==> src/rtl/dff_bank_wr_arbiter.sv <==
// Round-robin write arbiter in front of a bank of enabled flip-flop registers.
// One write is accepted per cycle; a lock holds ownership and a flush zeroes the whole bank.
module dff_bank_wr_arbiter #(
  parameter int unsigned NUM_REQ = 4,
  parameter int unsigned WIDTH   = 8,
  parameter int unsigned DEPTH   = 4,
  localparam int unsigned ADDR_W = $clog2(DEPTH),
  localparam int unsigned PTR_W  = $clog2(NUM_REQ)
) (
  input  logic                      clk,
  input  logic                      reset,
  input  logic [NUM_REQ-1:0]        req_i,
  input  logic [NUM_REQ-1:0]        lock_i,
  input  logic [NUM_REQ*ADDR_W-1:0] addr_i,
  input  logic [NUM_REQ*WIDTH-1:0]  data_i,
  input  logic                      flush_i,
  output logic [NUM_REQ-1:0]        gnt_o,
  output logic [DEPTH-1:0]          en_o,
  output logic [WIDTH-1:0]          d_o,
  output logic                      busy_o,
  output logic                      err_o
);

  localparam logic [0:0] StArb    = 1'b0;
  localparam logic [0:0] StLocked = 1'b1;

  logic [0:0]       state_q, state_d;
  logic [PTR_W-1:0] ptr_q, ptr_d;
  logic [PTR_W-1:0] owner_q, owner_d;
  logic [DEPTH-1:0] en_q, en_d;
  logic [WIDTH-1:0] d_q, d_d;
  logic             busy_q, busy_d;
  logic             err_q, err_d;

  logic             win_valid;
  logic [PTR_W-1:0] win_idx;
  logic             owner_req;
  logic             sel_valid;
  logic [PTR_W-1:0] sel_idx;
  logic [ADDR_W-1:0] sel_addr;
  logic [WIDTH-1:0] sel_data;
  logic             sel_lock;

  // Two passes: first requester at or above the pointer, else wrap to the lowest one.
  always_comb begin : p_rr
    win_valid = 1'b0;
    win_idx   = '0;
    for (int unsigned k = 0; k < NUM_REQ; k++) begin
      if (!win_valid && req_i[k] && (k >= 32'(ptr_q))) begin
        win_valid = 1'b1;
        win_idx   = PTR_W'(k);
      end
    end
    for (int unsigned k = 0; k < NUM_REQ; k++) begin
      if (!win_valid && req_i[k]) begin
        win_valid = 1'b1;
        win_idx   = PTR_W'(k);
      end
    end
  end

  assign owner_req = |(req_i & (NUM_REQ'(1) << owner_q));

  always_comb begin : p_sel
    sel_valid = 1'b0;
    sel_idx   = win_idx;
    if (!reset && !flush_i) begin
      if (state_q == StLocked) begin
        sel_idx   = owner_q;
        sel_valid = owner_req;
      end else begin
        sel_valid = win_valid;
      end
    end
  end

  always_comb begin : p_mux
    sel_addr = '0;
    sel_data = '0;
    sel_lock = 1'b0;
    for (int unsigned k = 0; k < NUM_REQ; k++) begin
      if (32'(sel_idx) == k) begin
        sel_addr = addr_i[k*ADDR_W +: ADDR_W];
        sel_data = data_i[k*WIDTH +: WIDTH];
        sel_lock = lock_i[k];
      end
    end
  end

  assign gnt_o = sel_valid ? (NUM_REQ'(1) << sel_idx) : '0;

  always_comb begin : p_next
    state_d = state_q;
    ptr_d   = ptr_q;
    owner_d = owner_q;
    en_d    = '0;
    d_d     = d_q;
    busy_d  = 1'b0;
    err_d   = 1'b0;
    if (flush_i) begin
      state_d = StArb;
      en_d    = '1;
      d_d     = '0;
    end else if (sel_valid) begin
      ptr_d   = (32'(sel_idx) == NUM_REQ - 1) ? '0 : sel_idx + 1'b1;
      owner_d = sel_idx;
      state_d = sel_lock ? StLocked : StArb;
      busy_d  = sel_lock;
      d_d     = sel_data;
      // Out-of-range targets still consume the slot but enable nothing.
      if (32'(sel_addr) < DEPTH) begin
        en_d = DEPTH'(1) << sel_addr;
      end else begin
        err_d = 1'b1;
      end
    end else begin
      state_d = StArb;
    end
  end

  always_ff @(posedge clk) begin
    if (reset) begin
      state_q <= StArb;
      ptr_q   <= '0;
      owner_q <= '0;
      en_q    <= '0;
      d_q     <= '0;
      busy_q  <= 1'b0;
      err_q   <= 1'b0;
    end else begin
      state_q <= state_d;
      ptr_q   <= ptr_d;
      owner_q <= owner_d;
      en_q    <= en_d;
      d_q     <= d_d;
      busy_q  <= busy_d;
      err_q   <= err_d;
    end
  end

  assign en_o   = en_q;
  assign d_o    = d_q;
  assign busy_o = busy_q;
  assign err_o  = err_q;

endmodule

==> config.mk <==
export PLATFORM = sky130hd
export DESIGN_NAME = dff_bank_wr_arbiter
export DESIGN_NICKNAME = d
export VERILOG_FILES = /design/src/rtl/dff_bank_wr_arbiter.sv
export SDC_FILE = /design/constraint.sdc
export NUM_CORES = 1
export LEC_CHECK = 0
export ABC_AREA = 1
export BUFFER_PORTS_ARGS = -buffer_cell sky130_fd_sc_hd__buf_2
export CAP_MARGIN = 30
export CORE_ASPECT_RATIO = 1.4
export CORE_MARGIN = 2
export CORE_UTILIZATION = 44
export CTS_CLUSTER_DIAMETER = 150
export DETAILED_ROUTE_END_ITERATION = 12
export PLACE_DENSITY = 0.88
export SLEW_MARGIN = 20
export SYNTH_ARGS = -nofsm -noshare
export SYNTH_HDL_FRONTEND = slang
export SYNTH_SLANG_ARGS = --single-unit
==> constraint.sdc <==
create_clock -name clk -period 2.79 [get_ports clk]
set_input_delay 0.279 -clock clk [delete_from_list [all_inputs] [get_ports clk]]
set_output_delay 0.279 -clock clk [all_outputs]
set_load 0.02 [all_outputs]
==> reports/metrics.cfg <==
[status]
status=finished, final reports clean

[cts]
postCtsSetupBuffers=0
clk_pin_slew_ns=0.07
cts_num_sinks=17
cts_resized=0
clk_latency_ns=0.25
clk_path_buf_depth=2
cts_tree=yes
root_buffer=clkbuf_8
cts_made_buffers=3
cts.htree.levels=1
hold_buffers=0

[synthesis]
yosys_warnings=0
synth-edff-count=0
synth_nets=253
synth.avg_cell_area_um2=6.36
yosysSeqAreaShare_pct=27.0
synth_area_leader_cell=dfxtp_1
synth_top_cell_area_share_pct=27.0
netlist_area_um2=1260
synthArstFlopShare_pct=0
synth.area.top_cells=dfxtp_1 27%, nand2_1 15%, nor2_1 8.3%
ys_types=30
synthCells=198
synth-main-ff-cell=dfxtp_1
synth_seq_cells=17

[critical_path]
startpoint=ptr_q[0]
worst-setup-path-type=flip-flop to output port
crit_path_start_kind=flip-flop
crit_path_end_kind=output port
worstPathRequired_ns=2.51
worst-path-max-fanout=7
cp.arrival_ns=2.08
reg2reg_from=ptr_q[0]

[route]
wl_um=3400
drt_iter0_drc=51
viasPerCell=4.94
routedWlPerCell_um=11.3
vias=1488
drc=0
ant_nets=0
firstDrtPassIters=4

[min_path]
min_from=data_i[27]
hp-class=input port to flip-flop

[pwr]
leakagePower_nw=0.854
p_per_area_nw_per_um2=466
vdd_drop_max_v=0.000237

[timing]
clock_skew_ns=0.00260
fin_tns_setup_ns=0
fin_crit_ns=2.36
rsz0062_at_grt=no
timing.final.crit_share_pct=84.6
finalSetupViolations=0
setup_ws_ns=0.431
finalHoldViolCount=0
maxSlewViolCount=0
max_freq_ghz=0.424

[global_routing]
grtUsageTotal_pct=21.3
overflow=0
first_global_vias=1339
grt_pass1_wl_um=5600
antenna_found_initial=0
grt_max_degree=19

[floorplan]
rows=23
start_util_pct=45.1
ioPinCount=69
die_w_um=49.2
fp.coreArea_um2=2790
die_h_um=67.3
dieArea_um2=3310

[cells_and_area]
final_area_um2=1660
post-route-util_pct=59.4
syn_to_final_growth_pct=31.6
final_layout_size_suffix_gt1_share_pct=36.4
n_antenna_cell=0
nets=320

[placed_design]
io_buffer_count=67
routabilityCongestion=0.874
dpl_cell_area_um2=1610
hpwl_um=2700
place_ws_ns=0.467

[job]
cap_violations=0

==> flip-flops by register name (all words and copies together), names as in the netlist <==
name,count
owner_q,2
d_o,8
ptr_q,2
state_q,1
en_o,4
==> path summary, 6_finish.rpt <==
path,to,slack [ns],cells after the start
worst max-delay path,gnt_o[3],0.43,11
worst min-delay path,d_o[3],0.26,3
worst max register to register,en_o[0],0.48,19
worst min register to register,d_o[2],0.47,2
==> power by group <==
| part | switching [mW] | internal (mW) |
|---|---|---|
| clock network | 0.0858 | 0.0992 |
| logic | 0.197 | 0.121 |
| registers | 0.0102 | 0.260 |
| total | 0.293 | 0.480 |
==> cells in the final DEF (no fill, tap or decap), drive strengths merged <==
master  netlist  layout
a211oi        1       1
a21oi        19      19
a31oi         1       1
buf           6      71
clkbuf        3       3
clkinv        0       1
conb          1       1
dfxtp        17      17
ha            4       4
inv          19      19
nand2        57      57
nand3         8       8
nand4         5       5
nor2         32      32
nor3          1       1
o211ai        2       2
o21a          1       1
o21ai        21      21
==> through the flow <==
stage / hold slack (ns) / cells / power, mW
floorplan: 0.348 / 198 / 0.496
global placement: 0.465 / 297 / 0.584
detailed placement: 0.463 / 297 / 0.589
CTS: 0.261 / 301 / 0.774
global route: 0.267 / 301 / 0.832
finish: 0.260 / 301 / 0.773
==> worst max-delay path: stages, from the launching register on <==
cell and delay, ns:
dfxtp_1 0.35, nor2_1 0.06, nand2_1 0.12, nand2_2 0.09, nor2_4 0.14, nand3_1 0.09
nand2_1 0.08, o21a_1 0.18, ha_1 0.27, inv_1 0.16, nor2_1 0.12, buf_2 0.17
==> layout make-up <==
cell class / instances / area, µm²
fill: 281 / 1130
sequential: 17 / 340
multi-input combinational: 153 / 786
inverter: 19 / 73.8
clock inverter: 1 / 5.00
timing repair buffer: 71 / 365
tap: 37 / 46.3
clock buffer: 3 / 41.3
==> cell usage after synthesis (2+ instances only) <==
master,instances
nand2_1,49
nor2_1,28
o21ai_0,19
dfxtp_1,17
a21oi_1,16
inv_1,16
nand3_1,8
nand2_2,7
ha_1,4
nand4_1,4
a21oi_2,3
buf_2,3
clkbuf_1,3
nor2_4,3
inv_2,2
o211ai_1,2
==> per-layer routing <==
layer / vias to the layer above / global-route usage, % / part of all wire [%]
met5: - / 0 / 0
met3: 10 / 2.21 / 5.4
met4: 0 / 10.7 / 2.8
li1: 773 / - / -
met2: 64 / 40.2 / 52
met1: 641 / 23.6 / 40
==> cells by family after synthesis <==
| family | after synthesis | share of synthesized area (%) |
|---|---|---|
| compound gates | 45 | 20.4 |
| fa+ha+maj | 4 | 3.97 |
| buf+inv | 28 | 10.6 |
| flops | 17 | 27.0 |
| other cells | 1 | 0.298 |
| simple gates | 103 | 37.7 |
(Power assumes the default switching activity.)
